<file path="src/rtl/rx_buf_reader_if.sv">
// Bus bundle for rx_buf_reader: buffer read port, commit handshake toward the
// frame writer, and the 64-bit valid/ready output stream.
//   commited_wr_address  writer's next free header slot (MAC clock domain)
//   rd_addr / rd_en      buffer read request, data returns one cycle later
//   rd_data              buffer read data
//   commited_rd_address  first unconsumed header slot, returned to the writer
//   rd_addr_updated      commit strobe
//   m_data/m_keep/m_last/m_valid/m_ready  output frame stream
// master = the reader block, slave = memory/writer/consumer side.
interface rx_buf_reader_if #(
    parameter int unsigned ADDR_W = 10
);
    logic [ADDR_W-1:0] commited_wr_address;
    logic [ADDR_W-1:0] rd_addr;
    logic              rd_en;
    logic [63:0]       rd_data;
    logic [ADDR_W-1:0] commited_rd_address;
    logic              rd_addr_updated;
    logic [63:0]       m_data;
    logic [7:0]        m_keep;
    logic              m_last;
    logic              m_valid;
    logic              m_ready;

    modport master (
        input  commited_wr_address, rd_data, m_ready,
        output rd_addr, rd_en, commited_rd_address, rd_addr_updated,
               m_data, m_keep, m_last, m_valid
    );

    modport slave (
        output commited_wr_address, rd_data, m_ready,
        input  rd_addr, rd_en, commited_rd_address, rd_addr_updated,
               m_data, m_keep, m_last, m_valid
    );
endinterface

</file>
<file path="src/rtl/rx_buf_reader.sv">
// rx_buf_reader: read side of the Ethernet RX frame buffer. Waits for committed
// frames, reads each header (length in [63:32]) and its data words, streams the
// frame out through a small FIFO, then returns the consumed space to the writer.
// Ports:
//   clk, reset  250 MHz clock, synchronous active-high reset
//   bus         rx_buf_reader_if.master (memory read port, commit handshake,
//               output stream). rd_en/rd_addr are decoded from state so the
//               memory's own input register supplies the one-cycle latency.
// Optional: define RX_RD_STATS_EN to add saturating counters frames_out and
//   frames_skipped.
module rx_buf_reader #(
    parameter int unsigned ADDR_W          = 10,
    parameter int unsigned MAX_FRAME_BYTES = 9600,
    parameter int unsigned UPD_HOLD        = 4,
    parameter int unsigned OUT_DEPTH       = 4
) (
    input  logic            clk,
    input  logic            reset,
    rx_buf_reader_if.master bus
`ifdef RX_RD_STATS_EN
    ,
    output logic [31:0]     frames_out,
    output logic [31:0]     frames_skipped
`endif
);

    localparam int unsigned CNT_W  = $clog2(OUT_DEPTH) + 1;
    localparam int unsigned WC_W   = 30;
    localparam int unsigned HOLD_W = $clog2(2 * UPD_HOLD + 1);

    typedef enum logic [2:0] {
        S_IDLE,
        S_HDR,
        S_DATA,
        S_SKIP,
        S_COMMIT
    } state_t;

    typedef struct packed {
        logic [63:0] data;
        logic [7:0]  keep;
        logic        last;
    } out_word_t;

    state_t            r_state, w_state_nxt;

    logic [ADDR_W-1:0] r_wr_sync1, r_wr_sync2, r_wr_sync3, r_wr_ptr_s;
    logic [ADDR_W-1:0] r_rd_ptr, r_cmt_addr;
    logic              r_upd;
    logic [HOLD_W-1:0] r_hold_cnt;
    logic [2:0]        r_len_rem;
    logic [WC_W-1:0]   r_words, r_issued, r_pushed;
    logic              r_rd_pend;

    out_word_t         r_q [OUT_DEPTH];
    out_word_t         w_q_nxt [OUT_DEPTH];
    logic [CNT_W-1:0]  r_count, w_count_nxt, w_wr_idx;
    logic              r_m_valid;

    logic              w_frame_avail, w_room, w_can_commit;
    logic              w_rd_en, w_issue, w_commit;
    logic [ADDR_W-1:0] w_rd_addr, w_next_hdr;
    logic [31:0]       w_hdr_len;
    logic [WC_W-1:0]   w_hdr_words;
    logic              w_hdr_skip;
    logic              w_push, w_pop, w_last_push;
    logic [7:0]        w_last_keep;
    out_word_t         w_push_word;

    // Header decode and pointer arithmetic (wraps naturally mod 2^ADDR_W)
    assign w_frame_avail = (r_rd_ptr != r_wr_ptr_s);
    assign w_hdr_len     = bus.rd_data[63:32];
    assign w_hdr_words   = WC_W'((33'(w_hdr_len) + 33'd7) >> 3);
    assign w_hdr_skip    = (w_hdr_len == 32'd0) || (w_hdr_len > 32'(MAX_FRAME_BYTES));
    assign w_next_hdr    = r_rd_ptr + ADDR_W'(1) + ADDR_W'(r_words);
    assign w_room        = (r_count + CNT_W'(r_rd_pend)) < CNT_W'(OUT_DEPTH);
    assign w_can_commit  = (r_hold_cnt == '0);

    // Data word returning this cycle and whether it is the frame's last
    assign w_push      = r_rd_pend;
    assign w_last_push = r_rd_pend && ((r_pushed + WC_W'(1)) == r_words);
    assign w_pop       = r_m_valid && bus.m_ready;
    assign w_last_keep = (r_len_rem == 3'd0) ? 8'hFF : 8'((9'd1 << r_len_rem) - 9'd1);

    always_comb begin
        w_push_word.data = bus.rd_data;
        w_push_word.keep = w_last_push ? w_last_keep : 8'hFF;
        w_push_word.last = w_last_push;
    end

    // State register
    always_ff @(posedge clk) begin
        if (reset) begin
            r_state <= S_IDLE;
        end else begin
            r_state <= w_state_nxt;
        end
    end

    // Next state and read-port requests
    always_comb begin
        w_state_nxt = r_state;
        w_rd_en     = 1'b0;
        w_rd_addr   = '0;
        w_issue     = 1'b0;
        w_commit    = 1'b0;
        case (r_state)
            S_IDLE: begin
                if (w_frame_avail) begin
                    w_rd_en     = 1'b1;
                    w_rd_addr   = r_rd_ptr;
                    w_state_nxt = S_HDR;
                end
            end
            S_HDR: begin
                w_state_nxt = w_hdr_skip ? S_SKIP : S_DATA;
            end
            S_DATA: begin
                // One read outstanding at most, and never more than the FIFO can take
                if ((r_issued != r_words) && w_room) begin
                    w_rd_en   = 1'b1;
                    w_rd_addr = r_rd_ptr + ADDR_W'(1) + ADDR_W'(r_issued);
                    w_issue   = 1'b1;
                end
                if (w_last_push) begin
                    w_state_nxt = S_COMMIT;
                end
            end
            S_SKIP: begin
                w_state_nxt = S_COMMIT;
            end
            S_COMMIT: begin
                if (w_can_commit) begin
                    w_commit    = 1'b1;
                    w_state_nxt = S_IDLE;
                end
            end
            default: begin
                w_state_nxt = S_IDLE;
            end
        endcase
    end

    // CDC of the writer pointer, frame bookkeeping, commit and hold timing
    always_ff @(posedge clk) begin
        if (reset) begin
            r_wr_sync1 <= '0;
            r_wr_sync2 <= '0;
            r_wr_sync3 <= '0;
            r_wr_ptr_s <= '0;
            r_rd_ptr   <= '0;
            r_cmt_addr <= '0;
            r_upd      <= 1'b0;
            r_hold_cnt <= '0;
            r_len_rem  <= '0;
            r_words    <= '0;
            r_issued   <= '0;
            r_pushed   <= '0;
            r_rd_pend  <= 1'b0;
        end else begin
            r_wr_sync1 <= bus.commited_wr_address;
            r_wr_sync2 <= r_wr_sync1;
            r_wr_sync3 <= r_wr_sync2;
            // Accept the pointer only once it has settled across two samples
            if (r_wr_sync2 == r_wr_sync3) begin
                r_wr_ptr_s <= r_wr_sync2;
            end

            if (r_state == S_HDR) begin
                r_len_rem <= w_hdr_len[2:0];
                r_words   <= w_hdr_words;
                r_issued  <= '0;
                r_pushed  <= '0;
            end else begin
                if (w_issue) begin
                    r_issued <= r_issued + WC_W'(1);
                end
                if (w_push) begin
                    r_pushed <= r_pushed + WC_W'(1);
                end
            end
            r_rd_pend <= w_issue;

            // Hold counter spans UPD_HOLD strobe cycles plus UPD_HOLD quiet cycles
            if (w_commit) begin
                r_rd_ptr   <= w_next_hdr;
                r_cmt_addr <= w_next_hdr;
                r_hold_cnt <= HOLD_W'(2 * UPD_HOLD);
                r_upd      <= 1'b1;
            end else if (r_hold_cnt != '0) begin
                r_hold_cnt <= r_hold_cnt - HOLD_W'(1);
                r_upd      <= (r_hold_cnt - HOLD_W'(1)) > HOLD_W'(UPD_HOLD);
            end
        end
    end

    // Shift-register FIFO: head always sits in slot 0
    always_comb begin
        for (int unsigned i = 0; i < OUT_DEPTH; i++) begin
            w_q_nxt[i] = r_q[i];
        end
        if (w_pop) begin
            for (int unsigned i = 0; i < OUT_DEPTH - 1; i++) begin
                w_q_nxt[i] = r_q[i + 1];
            end
            w_q_nxt[OUT_DEPTH-1] = '0;
        end
        w_wr_idx = r_count - CNT_W'(w_pop);
        if (w_push) begin
            for (int unsigned i = 0; i < OUT_DEPTH; i++) begin
                if (CNT_W'(i) == w_wr_idx) begin
                    w_q_nxt[i] = w_push_word;
                end
            end
        end
        w_count_nxt = r_count + CNT_W'(w_push) - CNT_W'(w_pop);
    end

    always_ff @(posedge clk) begin
        if (reset) begin
            for (int unsigned i = 0; i < OUT_DEPTH; i++) begin
                r_q[i] <= '0;
            end
            r_count   <= '0;
            r_m_valid <= 1'b0;
        end else begin
            for (int unsigned i = 0; i < OUT_DEPTH; i++) begin
                r_q[i] <= w_q_nxt[i];
            end
            r_count   <= w_count_nxt;
            r_m_valid <= (w_count_nxt != '0);
        end
    end

`ifdef RX_RD_STATS_EN
    logic [31:0] r_frames_out, r_frames_skipped;

    // Saturating frame counters
    always_ff @(posedge clk) begin
        if (reset) begin
            r_frames_out     <= '0;
            r_frames_skipped <= '0;
        end else begin
            if (w_pop && r_q[0].last && (r_frames_out != '1)) begin
                r_frames_out <= r_frames_out + 32'd1;
            end
            if ((r_state == S_SKIP) && (r_frames_skipped != '1)) begin
                r_frames_skipped <= r_frames_skipped + 32'd1;
            end
        end
    end

    assign frames_out     = r_frames_out;
    assign frames_skipped = r_frames_skipped;
`endif

    assign bus.rd_en               = w_rd_en;
    assign bus.rd_addr             = w_rd_addr;
    assign bus.commited_rd_address = r_cmt_addr;
    assign bus.rd_addr_updated     = r_upd;
    assign bus.m_data              = r_q[0].data;
    assign bus.m_keep              = r_q[0].keep;
    assign bus.m_last              = r_q[0].last;
    assign bus.m_valid             = r_m_valid;

endmodule

</file>
<file path="src/flat_wrapper.sv">
// flat-port wrapper written by rule: the top's interface ports become plain ports
module rx_buf_reader_flat 
#(
    parameter int unsigned ADDR_W          = 10,
    parameter int unsigned MAX_FRAME_BYTES = 9600,
    parameter int unsigned UPD_HOLD        = 4,
    parameter int unsigned OUT_DEPTH       = 4
)
  (clk, reset, bus_commited_wr_address, bus_rd_data, bus_m_ready, bus_rd_addr, bus_rd_en, bus_commited_rd_address, bus_rd_addr_updated, bus_m_data, bus_m_keep, bus_m_last, bus_m_valid);
  rx_buf_reader_if #(.ADDR_W(ADDR_W)) bus_i ();
  input  logic clk;
  input  logic reset;
  input wire logic [$bits(bus_i.commited_wr_address)-1:0] bus_commited_wr_address;
  input wire logic [$bits(bus_i.rd_data)-1:0] bus_rd_data;
  input wire logic [$bits(bus_i.m_ready)-1:0] bus_m_ready;
  output wire logic [$bits(bus_i.rd_addr)-1:0] bus_rd_addr;
  output wire logic [$bits(bus_i.rd_en)-1:0] bus_rd_en;
  output wire logic [$bits(bus_i.commited_rd_address)-1:0] bus_commited_rd_address;
  output wire logic [$bits(bus_i.rd_addr_updated)-1:0] bus_rd_addr_updated;
  output wire logic [$bits(bus_i.m_data)-1:0] bus_m_data;
  output wire logic [$bits(bus_i.m_keep)-1:0] bus_m_keep;
  output wire logic [$bits(bus_i.m_last)-1:0] bus_m_last;
  output wire logic [$bits(bus_i.m_valid)-1:0] bus_m_valid;
  assign bus_i.commited_wr_address = bus_commited_wr_address;
  assign bus_i.rd_data = bus_rd_data;
  assign bus_i.m_ready = bus_m_ready;
  assign bus_rd_addr = bus_i.rd_addr;
  assign bus_rd_en = bus_i.rd_en;
  assign bus_commited_rd_address = bus_i.commited_rd_address;
  assign bus_rd_addr_updated = bus_i.rd_addr_updated;
  assign bus_m_data = bus_i.m_data;
  assign bus_m_keep = bus_i.m_keep;
  assign bus_m_last = bus_i.m_last;
  assign bus_m_valid = bus_i.m_valid;
  rx_buf_reader #(.ADDR_W(ADDR_W), .MAX_FRAME_BYTES(MAX_FRAME_BYTES), .UPD_HOLD(UPD_HOLD), .OUT_DEPTH(OUT_DEPTH)) u_core (.clk(clk), .reset(reset), .bus(bus_i));
endmodule
</file>
<file path="config.mk">
export PLATFORM = sky130hd
export DESIGN_NAME = rx_buf_reader_flat
export DESIGN_NICKNAME = d
export VERILOG_FILES = /design/src/rtl/rx_buf_reader_if.sv /design/src/rtl/rx_buf_reader.sv /design/src/flat_wrapper.sv
export SDC_FILE = /design/constraint.sdc
export NUM_CORES = 1
export LEC_CHECK = 0
export CAP_MARGIN = 40
export CORE_ASPECT_RATIO = 0.9
export CORE_MARGIN = 2
export CORE_UTILIZATION = 40
export CTS_CLUSTER_SIZE = 12
export DETAILED_ROUTE_END_ITERATION = 10
export SYNTH_ARGS = -nofsm -noshare
export SYNTH_HDL_FRONTEND = slang
export SYNTH_SLANG_ARGS = --single-unit
</file>
<file path="constraint.sdc">
create_clock -name clk -period 3.97 [get_ports clk]
set_input_delay 0.5955 -clock clk [delete_from_list [all_inputs] [get_ports clk]]
set_output_delay 0.5955 -clock clk [all_outputs]
set_load 0.1 [all_outputs]
</file>
==> key figures, run 1 <==
Floorplanning
  • Top Ports: around 170
  • # rows: 79
  • Initial Util: 0.403
  • Die extent in y: 220 um
  • DIE AREA: around 54000 um^2
  • Core Region: slightly above 50000 um^2
  • Die Width: ~240 um

Cells and area
  • Fill count: approximately 4800
  • Antenna diodes: 0
  • Synthesis-to-layout area growth: 27.5%
  • Layout cells sized above 1: 0.0928
  • Finished Core Util: 0.514
  • Commonest non-fill, non-tap cell in the layout: nand2_1
  • Final #Nets: 2885
  • Leading cell types in the layout, fill and taps excluded: 607 x nand2_1, 442 x dfxtp_1, 327 x nor2_1, 197 x a311oi_1, 160 x clkdlybuf4s50_1

CTS
  • CTS Buffer Depth: 3
  • Clock latency on the worst-skew pair: 0.60 ns
  • CTS buffer count: 49
  • H-Tree Depth: 2
  • CTS tree: done
  • Clock root buffer: clkbuf_16
  • Sink Count: between 400 and 500
  • CTS clk-pin slew, worst paths: approximately 0.06 ns

Synth
  • Post-Synth Simple-Gate Area: 0.259
  • Async set or reset register ratio after synthesis: 0
  • FF+latch count, synth: 448
  • Area share of fa/ha/maj cells after synthesis: 0.0200
  • Largest cells by area after synthesis: dfxtp_1 43%, nand2_1 11%, a311oi_1 8.3%, nor2_1 5.9%, xnor2_1 4.8%
  • Post-Synth XOR/XNOR Area: 0.0812
  • Main synth FF type: dfxtp_1
  • Average footprint of a synthesized cell: just under 8 um^2
  • Cell taking the most area after synthesis: dfxtp_1
  • Mapped Area: around 21000 um^2
  • Net count after synthesis: approximately 2800
  • Syn Inst Count: around 2600
  • Yosys warnings: 0
  • Complex-gate fraction of the synthesized area: 0.154
  • Synth top area share: 0.431
  • Main combinational cell family by area after synthesis: simple AND/OR/NAND/NOR gates
  • Post-synthesis sequential area ratio: 0.431
  • Post-synth EDFFs: 0
  • Synth unique cells: slightly below 60
  • Mux cell area share after synthesis: 0.00769

Timing
  • Clock skew: ~0.015 ns
  • F_max: about 0.26 GHz
  • Slew margin rel.: 0.295
  • Fin crit share: 0.965
  • Fin. Hold Viols: 0
  • Setup tns final: 0 ns
  • RSZ-0062 raised after global routing: false
  • Fin. max-slew vios: 0
  • Setup-failing EPs final: 0
  • Slew @ Worst Pin: between 1 and 1.5 ns
  • Min Tclk post-route: roughly 3.8 ns

Route
  • Residual DRC count: 0
  • DRT Pass-1 Iters: 5
  • Starting DRT DRC Count: approximately 1400
  • WL final: roughly 61 mm
  • WL/cell: around 18 um
  • DR vias/cell: about 5.5
  • ANT nets after route: 0
  • Via count: 19100

Critical path
  • Crit-path max cell delay: 0.38 ns
  • Startpoint Class: flop
  • Biggest fanout along the worst timing path: 8
  • WP buf/inv: 2
  • CP Capture Type: output pin
  • CP Data Required Time: approximately 3.4 ns
  • Worst r2r src: u_core.r_pushed[0]
  • Crit path to: bus_rd_addr[9]
  • Stages on the worst setup path: 11
  • CP delay by family, top: compound AO/OA/AOI/OAI gates
  • R2r setup slk: ~0.48 ns
  • CP max stage cell: dfxtp_4
  • WP data arrival: 3.23 ns
  • Worst reg2reg path depth: 9
  • Reg2reg end: u_core.r_state[1]
  • Crit path from: u_core.r_rd_ptr[0]
  • WS Path Type: flop to output pin
  • Worst-path cell chain: ha_4 > ha_1 > a21o_1 > a211oi_1 > nor2_1 > o41ai_2 > o21ai_1 > xnor2_1 > buf_4 > o22ai_4 > buf_12

Global route
  • Largest net degree at the start of global routing: about 220
  • Wire length of the first global-routing pass: around 97 mm
  • GRT Resource Usage Total: 0.221
  • Vias in the first global route: 17700
  • Antenna violations before repair: 0
  • GRT overflow: 0

Status
  • Status: finished, final reports clean

Placed design
  • Routability cong.: 0.899
  • Final HPWL from detailed placement: around 40 mm
  • PortBufs: about 170

Pwr
  • VDD IR max: ~0.00036 V
  • Leak: between 9 and 10 nW
  • Cell area power density: approximately 570 nW/um^2

Worst hold path
  • Hold path start: u_core.r_wr_sync1[8]
  • Worst hold path class: flop to flop

Flow run
  • Max Cap Viol: 0
[routing by layer]
metal	vias up	global-route usage	routed length [um]
met5	-	0	0
met4	0	0.0695	1470
met3	94	0.0340	3160
met2	463	0.360	28200
met1	9181	0.303	28500
li1	9369	-	-
[timing repair]
item | in CTS | in global routing
pin swaps | 0 | 2
setup endpoints to repair | 1 | 2
gates resized for setup | 1 | 4
hold buffers | 0 | 0
hold endpoints to repair | 0 | 0
buffers inserted | 0 | 1
[cell type report]
cell class	count	area, um^2	area share
Clock buffer	75	1500	0.0563
Clock inverter	13	219	0.00825
Inverter	24	95.1	0.00358
Multi-Input combinational cell	1943	10900	0.412
Sequential cell	448	8980	0.338
Tap cell	688	861	0.0324
Timing Repair Buffer	310	3950	0.149
[flip-flops by register name, indices dropped and copies added (netlist names), 10 cells and up]
signal / flops
u_core.r_wr_sync1: 10
u_core.r_wr_sync3: 10
u_core.r_wr_ptr_s: 10
u_core.r_issued: 30
u_core.r_pushed: 30
u_core.r_wr_sync2: 10
u_core.r_rd_ptr: 10
u_core.r_q: 292
u_core.r_words: 30
[metrics by stage]
step / power [W] / setup slack (ns) / area [um^2] / hold WS [ns] / cells
6_report: 0.0150 / 0.141 / 26500 / 0.434 / 3501
5_1_grt: 0.0156 / 0.0168 / 26500 / 0.454 / 3501
4_1_cts: 0.0151 / 0.0181 / 26500 / 0.436 / 3500
3_5_place_dp: 0.0103 / 0.453 / 24800 / 0.422 / 3412
3_3_place_gp: 0.00951 / 0.467 / 23200 / 0.423 / 3324
2_1_floorplan: 0.00832 / 0.177 / 20800 / 0.414 / 2647
[cell usage after synthesis, drive strengths merged, types with 9 or more instances]
library cell and instances:
ha 30, nand3 123, inv 22, nor3 29, nor2b 33, a21oi 133
and3 17, nor2 327, or3 20, dfxtp 448, nor4 25, xor2 79
xnor2 114, a22o 9, a31oi 17, clkbuf 201, nand2 612, nand4 38
o21ai 38, buf 31, a211oi 28, a311oi 197, mux2i 16
[worst reg2reg max path: cells and delay by family (launching register included)]
kind	cells	cell delay, ns
adder cells (fa/ha/maj)	1	0.35
AND/OR/NAND/NOR	6	2.15
XOR/XNOR	1	0.13
AO/OA/AOI/OAI	1	0.29
flip-flops	1	0.46
[report_power, final]
group	internal [W]	leakage, nW	switching [W]
registers	0.00493	3.63	0.000406
clock network	0.00292	0.843	0.00190
logic	0.00172	4.90	0.00313
total	0.00957	9.37	0.00543
[worst min path at each step]
stage,depth (start not counted),endpoint,slack (ns)
after floorplan,1,u_core.r_wr_sync2[0],0.41
after global placement,1,u_core.r_wr_sync2[8],0.42
after detailed placement,1,u_core.r_wr_sync2[5],0.42
after CTS,1,u_core.r_wr_sync2[8],0.44
after global routing,1,u_core.r_wr_sync2[9],0.45
final,1,u_core.r_wr_sync2[8],0.43
[cell families after synthesis]
family	Yosys count
compound gates	448
xor+xnor	193
fa+ha+maj	32
buf+inv	256
flops	448
mux	16
simple gates	1254
(Power assumes the default switching activity.)
==> inputs of run 2 (changes only) <==
- CORE_UTILIZATION: 40 -> 38
==> run 2 against run 1 <==
Against the previous run:
- via count up 0.73%
- critical path type unchanged
- final cell count up 0.54%
- core utilization down 2.4 points
- critical path depth unchanged
- register-to-register slack worse by 0.10 ns
- routed wire length up 1.4%
- die area up 5.2%
- combinational power up 1%
- largest cell class unchanged
- non-clock buffer count up 3
==> key figures, run 2 (same netlist as run 1, synthesis figures left out) <==
Timing
  • Setup-failing EPs final: 0
  • Min Tclk post-route: 3.88 ns
  • Slew @ Worst Pin: roughly 1.1 ns
  • Final setup margin: roughly 0.088 ns
  • Fin. Hold Viols: 0
  • F_max: between 0.2 and 0.3 GHz
  • Fin. max-slew vios: 0
  • Clock skew: between 0.03 and 0.04 ns
  • Setup tns final: 0 ns
  • RSZ-0062 raised after global routing: false
  • Fin crit share: 0.978
  • Slew margin rel.: 0.287

Cells and area
  • Antenna diodes: 0
  • Leading cell types in the layout, fill and taps excluded: 607 x nand2_1, 442 x dfxtp_1, 327 x nor2_1, 197 x a311oi_1, 160 x clkdlybuf4s50_1
  • Finished Core Util: 0.490
  • Non-Filler Instances: approximately 3500
  • Layout cells sized above 1: 0.0924
  • Commonest non-fill, non-tap cell in the layout: nand2_1
  • Max reg flops: a little under 300
  • Synthesis-to-layout area growth: 27.7%
  • Final #Nets: 2888
  • Reg with most FFs: u_core.r_q

Critical path
  • Worst-path cell chain: ha_4 > ha_1 > a21o_1 > a211oi_1 > nor2_1 > o41ai_2 > o21ai_1 > xnor2_1 > buf_4 > o22ai_4 > buf_12
  • WP data arrival: ~3.3 ns
  • Biggest fanout along the worst timing path: 8
  • CP Data Required Time: between 3 and 4 ns
  • Crit-path max cell delay: 0.38 ns
  • CP max stage cell: dfxtp_4
  • Startpoint Class: flop
  • CP Capture Type: output pin
  • WS Path Type: flop to output pin

Route
  • WL final: roughly 62 mm
  • DRT Pass-1 Iters: 5
  • Residual DRC count: 0
  • Via count: between 15000 and 20000
  • WL/cell: ~18 um
  • Starting DRT DRC Count: 1537
  • ANT nets after route: 0
  • DR vias/cell: 5.47

Global route
  • Wire length of the first global-routing pass: 99.9 mm
  • Vias in the first global route: around 19000
  • Antenna violations before repair: 0
  • GRT overflow: 0
  • GRT Resource Usage Total: 0.216
  • Largest net degree at the start of global routing: between 200 and 250

CTS
  • CTS Buffer Depth: 3
  • CTS buffer count: 49
  • H-Tree Depth: 2
  • Hold buffer count at cts: 0
  • Sink Count: 448
  • CTS clk-pin slew, worst paths: approximately 0.06 ns
  • Clock root buffer: clkbuf_16
  • CTS tree: done
  • Clock latency on the worst-skew pair: 0.61 ns

Pwr
  • VDD IR max: between 0.0003 and 0.0004 V
  • Cell area power density: about 560 nW/um^2
  • Final Power: around 0.015 W
  • Leak: between 9 and 10 nW

Floorplanning
  • Core Region: about 54000 um^2
  • DIE AREA: 56700 um^2
  • Die Width: around 250 um
  • Initial Util: 0.384
  • Top Ports: roughly 170
  • Die extent in y: between 200 and 250 um
  • # rows: 81

Placed design
  • PortBufs: ~170
  • Placed Cells: ~3400
  • Routability cong.: between 0.9 and 1
  • DP Worst Slack: between 0.4 and 0.5 ns
  • Final HPWL from detailed placement: approximately 41 mm

Worst hold path
  • Worst hold path class: input pin to flop

Status
  • Status: finished, final reports clean

Flow run
  • Max Cap Viol: 0
==> run 2: final timing paths <==
kind                   startpoint                   end  slack (ns)  cells past startpoint
min reg2reg  u_core.r_wr_sync1[3]  u_core.r_wr_sync2[3]        0.43                      1
min                         reset     u_core.r_q[3][46]        0.37                      2
max reg2reg    u_core.r_pushed[2]     u_core.r_state[1]        0.38                      8
max            u_core.r_rd_ptr[0]        bus_rd_addr[9]        0.09                     11
==> run 2: metrics by stage <==
step,instance area [um^2],hold WS (ns)
floorplan,20800,0.414
finish,26600,0.372
detailed placement,24900,0.422
global placement,23200,0.419
CTS,26600,0.347
global route,26600,0.373
==> run 2: layout make-up <==
type	instances	area (um^2)
Fill cell	5030	27600
Multi-Input combinational cell	1943	10900
Sequential cell	448	8980
Timing Repair Buffer	313	4020
Clock buffer	73	1440
Tap cell	705	882
Clock inverter	14	245
Inverter	24	95.1
==> run 2: per-layer routing <==
layer	vias up	part of all wire	track usage
li1	9376	-	-
met3	113	0.053	0.0328
met5	-	0	0
met4	0	0.031	0.0798
met1	9273	0.45	0.285
met2	485	0.46	0.357
==> run 2: where the power goes <==
part / internal (W) / switching [W] / leakage [nW]
Combinational: 0.00175 / 0.00317 / 4.94
Sequential: 0.00493 / 0.000392 / 3.63
Clock: 0.00284 / 0.00195 / 0.821
==> run 2: timing repair <==
action	CTS	global route
gates resized for setup	2	3
buffers inserted	0	1
cloned	0	0
endpoints found under the setup margin	1	2
pin swaps	0	2
==> run 2: critical path: cells and delay by family (launching register included) <==
family	cells	cell delay (ns)
adders and majority gates	2	0.55
DFF	1	0.38
AOI/OAI and AO/OA	5	1.10
buffers and inverters	2	0.35
and+or+nand+nor	1	0.11
xor gates and xnor gates	1	0.17
==> inputs of run 3 (changes only) <==
- CTS_CLUSTER_SIZE: 12 -> 40
==> run 3 against run 2 <==
Against the previous run:
- routed wire length decreased by 0.28%
- non-clock buffer count unchanged
- critical path type unchanged
- fmax increased by 0.23%
- combinational power about the same
- critical path depth unchanged
==> key figures, run 3 (same netlist as run 1, synthesis figures left out) <==
Status
  • Status: finished, final reports clean

Critical path
  • Worst r2r src: u_core.r_pushed[2]
  • Worst-path cell chain: ha_4 > ha_1 > a21o_1 > a211oi_1 > nor2_1 > o41ai_2 > o21ai_1 > xnor2_1 > buf_4 > o22ai_4 > buf_12
  • Worst reg2reg path depth: 8
  • CP max stage cell: dfxtp_4
  • Biggest fanout along the worst timing path: 8
  • CP Data Required Time: between 3 and 4 ns
  • CP delay by family, top: compound AO/OA/AOI/OAI gates
  • Startpoint Class: flop
  • WP data arrival: 3.28 ns
  • Crit-path max cell delay: about 0.38 ns
  • WP buf/inv: 2
  • Reg2reg end: u_core.r_state[1]
  • CP Capture Type: output pin
  • R2r setup slk: 0.35 ns
  • WS Path Type: flop to output pin

Pwr
  • Switching Fraction: 0.367
  • Leak: about 9.4 nW
  • Cell area power density: ~560 nW/um^2
  • Comb pwr share: 0.328
  • Int Pwr: 0.00948 W
  • Clock share of power: 0.317
  • Net Sw Power: between 0.005 and 0.006 W
  • Final Power: roughly 0.015 W
  • VDD IR max: 0.000336 V
  • Power share of the sequential group: 0.355

Cells and area
  • Max reg flops: ~290
  • Commonest non-fill, non-tap cell in the layout: nand2_1
  • Layout cells sized above 1: 0.0917
  • Reg with most FFs: u_core.r_q
  • Synthesis-to-layout area growth: 27.6%
  • Leading cell types in the layout, fill and taps excluded: 607 x nand2_1, 442 x dfxtp_1, 327 x nor2_1, 197 x a311oi_1, 160 x clkdlybuf4s50_1
  • Finished layout cell area: between 20000 and 30000 um^2
  • Final #Nets: a little under 3000
  • Finished Core Util: 0.490

Timing
  • Fin crit share: 0.976
  • Min Tclk post-route: 3.87 ns
  • Setup tns final: 0 ns
  • F_max: approximately 0.26 GHz
  • Setup-failing EPs final: 0
  • Fin. Hold Viols: 0
  • Fin. max-slew vios: 0
  • RSZ-0062 raised after global routing: false
  • Final setup margin: approximately 0.097 ns
  • Clock skew: 0.0381 ns
  • Slew @ Worst Pin: between 1 and 1.5 ns
  • Slew margin rel.: 0.173

CTS
  • CTS clk-pin slew, worst paths: approximately 0.060 ns
  • CTS tree: done
  • Clock root buffer: clkbuf_16
  • Sink Count: about 450
  • H-Tree Depth: 2
  • CTS buffer count: 48
  • Clock latency on the worst-skew pair: approximately 0.60 ns
  • CTS Buffer Depth: 3

Route
  • ANT nets after route: 0
  • WL/cell: about 18 um
  • Starting DRT DRC Count: between 1500 and 2000
  • DR vias/cell: 5.46
  • Residual DRC count: 0
  • DRT Pass-1 Iters: 5
  • Via count: roughly 19000
  • WL final: just over 60 mm

Placed design
  • Routability cong.: 0.906
  • DP Worst Slack: about 0.44 ns
  • Final HPWL from detailed placement: approximately 40 mm
  • PortBufs: roughly 170
  • Area after DPL: roughly 25000 um^2

Floorplanning
  • Initial Util: 0.384
  • Die extent in y: between 200 and 250 um
  • Top Ports: around 170
  • Core Region: 54200 um^2
  • DIE AREA: between 50000 and 60000 um^2
  • # rows: approximately 80
  • Die Width: between 200 and 300 um

Global route
  • Vias in the first global route: 18700
  • Antenna violations before repair: 0
  • Wire length of the first global-routing pass: 99.7 mm
  • Largest net degree at the start of global routing: roughly 220
  • GRT overflow: 0
  • GRT Resource Usage Total: 0.215

Worst hold path
  • Worst hold path class: input pin to flop
  • Hold path start: reset
  • Hold path endpoint: u_core.r_q[3][46]
  • Worst Hold Path Cells: 2

Flow run
  • Max Cap Viol: 0
run 3: worst register-to-register path, stage by stage, from the launching register on:
cell and delay (ns):
dfxtp_1 0.47, nand3_1 0.39, or3_1 0.60, or3_1 0.42, xnor2_1 0.13, nor4_1 0.36, nand4_2 0.27, or3_1 0.55
a211o_1 0.30
run 3: worst max-delay path by stage:
stage,depth (start not counted),startpoint,slack [ns],endpoint
final,11,u_core.r_rd_ptr[0],0.1,bus_rd_addr[9]
after detailed placement,9,bus_rd_data[34],0.44,u_core.r_words[27]
after global routing,11,u_core.r_rd_ptr[0],0.007,bus_rd_addr[8]
after floorplan,8,u_core.r_rd_ptr[6],0.18,bus_rd_addr[9]
after global placement,8,u_core.r_pushed[2],0.48,u_core.r_state[1]
after CTS,11,u_core.r_rd_ptr[1],0.04,bus_rd_addr[9]
run 3: what timing repair did:
action                                 CTS  global route
endpoints found under the hold margin    0             0
setup buffers                            0             1
setup endpoints to repair                1             2
hold buffers                             0             0
pin swaps                                0             2
resized for setup                        2             3
run 3: stage by stage:
stage / hold WS (ns) / std cells
finish: 0.372 / 3521
global route: 0.377 / 3520
CTS: 0.344 / 3519
detailed placement: 0.422 / 3432
global placement: 0.419 / 3345
floorplan: 0.414 / 2647
run 3: metal layers:
layer / global-route usage / up-vias / share of wire / routed length [um]
met5: 0 / - / 0 / 0
met4: 0.0813 / 0 / 0.031 / 1930
met3: 0.0325 / 115 / 0.051 / 3140
met2: 0.357 / 460 / 0.47 / 28900
met1: 0.284 / 9274 / 0.45 / 28000
li1: - / 9381 / - / -
run 3: area by class of cell:
type | count | area (um^2)
Multi-Input combinational cell | 1943 | 10900
Tap cell | 705 | 882
Fill cell | 5028 | 27700
Clock inverter | 20 | 329
Sequential cell | 448 | 8980
Clock buffer | 67 | 1320
Timing Repair Buffer | 313 | 4020
Antenna cell | 1 | 2.50
Inverter | 24 | 95.1
run 3: power groups by stage:
stage | sequential [W] | combinational [W] | clock [W]
after detailed placement | 0.00540 | 0.00491 | 0
after global routing | 0.00536 | 0.00522 | 0.00502
final | 0.00532 | 0.00491 | 0.00474
after CTS | 0.00531 | 0.00493 | 0.00484
after floorplan | 0.00646 | 0.00186 | 0
after global placement | 0.00539 | 0.00411 | 0
==> variant (config.mk and constraints of run 1) <==
Re-encode `state_t` (5 states) as one-hot, 5 bits wide.
--- a/src/rtl/rx_buf_reader.sv
+++ b/src/rtl/rx_buf_reader.sv
@@ -28,12 +28,12 @@
     localparam int unsigned WC_W   = 30;
     localparam int unsigned HOLD_W = $clog2(2 * UPD_HOLD + 1);
 
-    typedef enum logic [2:0] {
-        S_IDLE,
-        S_HDR,
-        S_DATA,
-        S_SKIP,
-        S_COMMIT
+    typedef enum logic [4:0] {
+        S_IDLE   = 5'b00001,
+        S_HDR    = 5'b00010,
+        S_DATA   = 5'b00100,
+        S_SKIP   = 5'b01000,
+        S_COMMIT = 5'b10000
     } state_t;
 
     typedef struct packed {
Function: same outputs for any inputs over 4 cycles, from zero or initial values and one cycle with reset high; so few cycles prove little.
==> variant against run 1 <==
  * Sequential cell count up 2
  * Count of clock-buffer cells in the layout down 4
  * Critical path depth up 1
  * Wire length up 0.72%
  * Final area up 0.72%
  * Largest cell class unchanged
  * Worst hold slack worse by 5.3 ps
  * Setup slack better by 26 ps
  * Critical endpoint unchanged
  * Synthesized area up 1.7%
Power is not compared: it rests on default switching activity, and its combinational part moved more than twofold at a synthesized area within 25%.
==> variant: results <==
{
  "synth_sequential_area_ratio_pct": 42.54,
  "hpwlAfterDp_um": 40010,
  "place_area_um2": 24980,
  "inv_count": 28,
  "status": "complete, no violations",
  "dominant-cell-class": "multi-input gates",
  "clock_cell_area_share_pct": 6.005,
  "final_net_count": 2889,
  "netlist_instances": 2660,
  "synthTopCellsByArea": "dfxtp_1, nand2_1, a311oi_1",
  "syn_to_final_growth_pct": 26.24,
  "drt-total-wl_um": 61740,
  "synth-xor-area-share_pct": 7.776,
  "reg2reg_to": "u_core.r_q[3][7]$_SDFF_PP0_",
  "grt_pass1_vias": 18271,
  "post-route-period-util_pct": 95.80,
  "worst_slew_pin_slew_ps": 1241,
  "preCtsSetupSlack_ps": 335.7,
  "first_iter_violations": 1397,
  "signal_buffer_area_fraction_pct": 14.49,
  "globalplace.congestion": 0.8526,
  "post_route_cells_drive_above_1_share_pct": 10.52,
  "worst_ep_arrival_time_ps": 3210,
  "clkbuf_count": 71,
  "cts_bufs_inserted": 49,
  "multi_input_comb_cells": 1939,
  "grt_max_degree": 218,
  "global_route_wire_length_before_repair_um": 99770,
  "ctsResizeCount": 4,
  "final.setup_skew_ps": 25.37,
  "post_cts_buffers": 3,
  "layout.cells.most_common": "nand2_1",
  "synth_compound_area_share_pct": 16.40,
  "synth_fa_ha_area_share_pct": 2.021,
  "placedCellCount": 3411,
  "ys_top_cells_by_count": "nand2_1, dfxtp_1, nor2_1",
  "post_drt_via_cell_ratio": 5.514,
  "synthDistinctLibCells": 66,
  "buffers_excl_clock": 311,
  "hold_path.class": "in -> reg",
  "synth_fp_nets": 2770,
  "seq_cells": 450,
  "timing.hold.worst_path_depth": 2,
  "stdcell_area_um2": 26730,
  "fraction_of_area_in_registers_pct": 33.77
}
## variant: worst min-delay path by stage
stage | from | to | slack, ps
after floorplan | u_core.r_wr_sync1[0]$_SDFF_PP0_ | u_core.r_wr_sync2[0]$_SDFF_PP0_ | 410
after global placement | u_core.r_wr_sync1[6]$_SDFF_PP0_ | u_core.r_wr_sync2[6]$_SDFF_PP0_ | 420
after detailed placement | u_core.r_wr_sync1[1]$_SDFF_PP0_ | u_core.r_wr_sync2[1]$_SDFF_PP0_ | 420
after CTS | u_core.r_wr_sync1[6]$_SDFF_PP0_ | u_core.r_wr_sync2[6]$_SDFF_PP0_ | 440
after global routing | u_core.r_wr_sync1[1]$_SDFF_PP0_ | u_core.r_wr_sync2[1]$_SDFF_PP0_ | 450
final | reset | u_core.r_rd_ptr[6]$_SDFFE_PP0P_ | 430
## variant: layer usage
metal  up-vias  global-route usage (%)  wire length [um]
li1       9452                       -                 -
met1      9304                   30.91             28640
met2       462                   35.96             28600
met3        83                   3.285              3156
met4         2                   6.082              1326
met5         -                       0                13
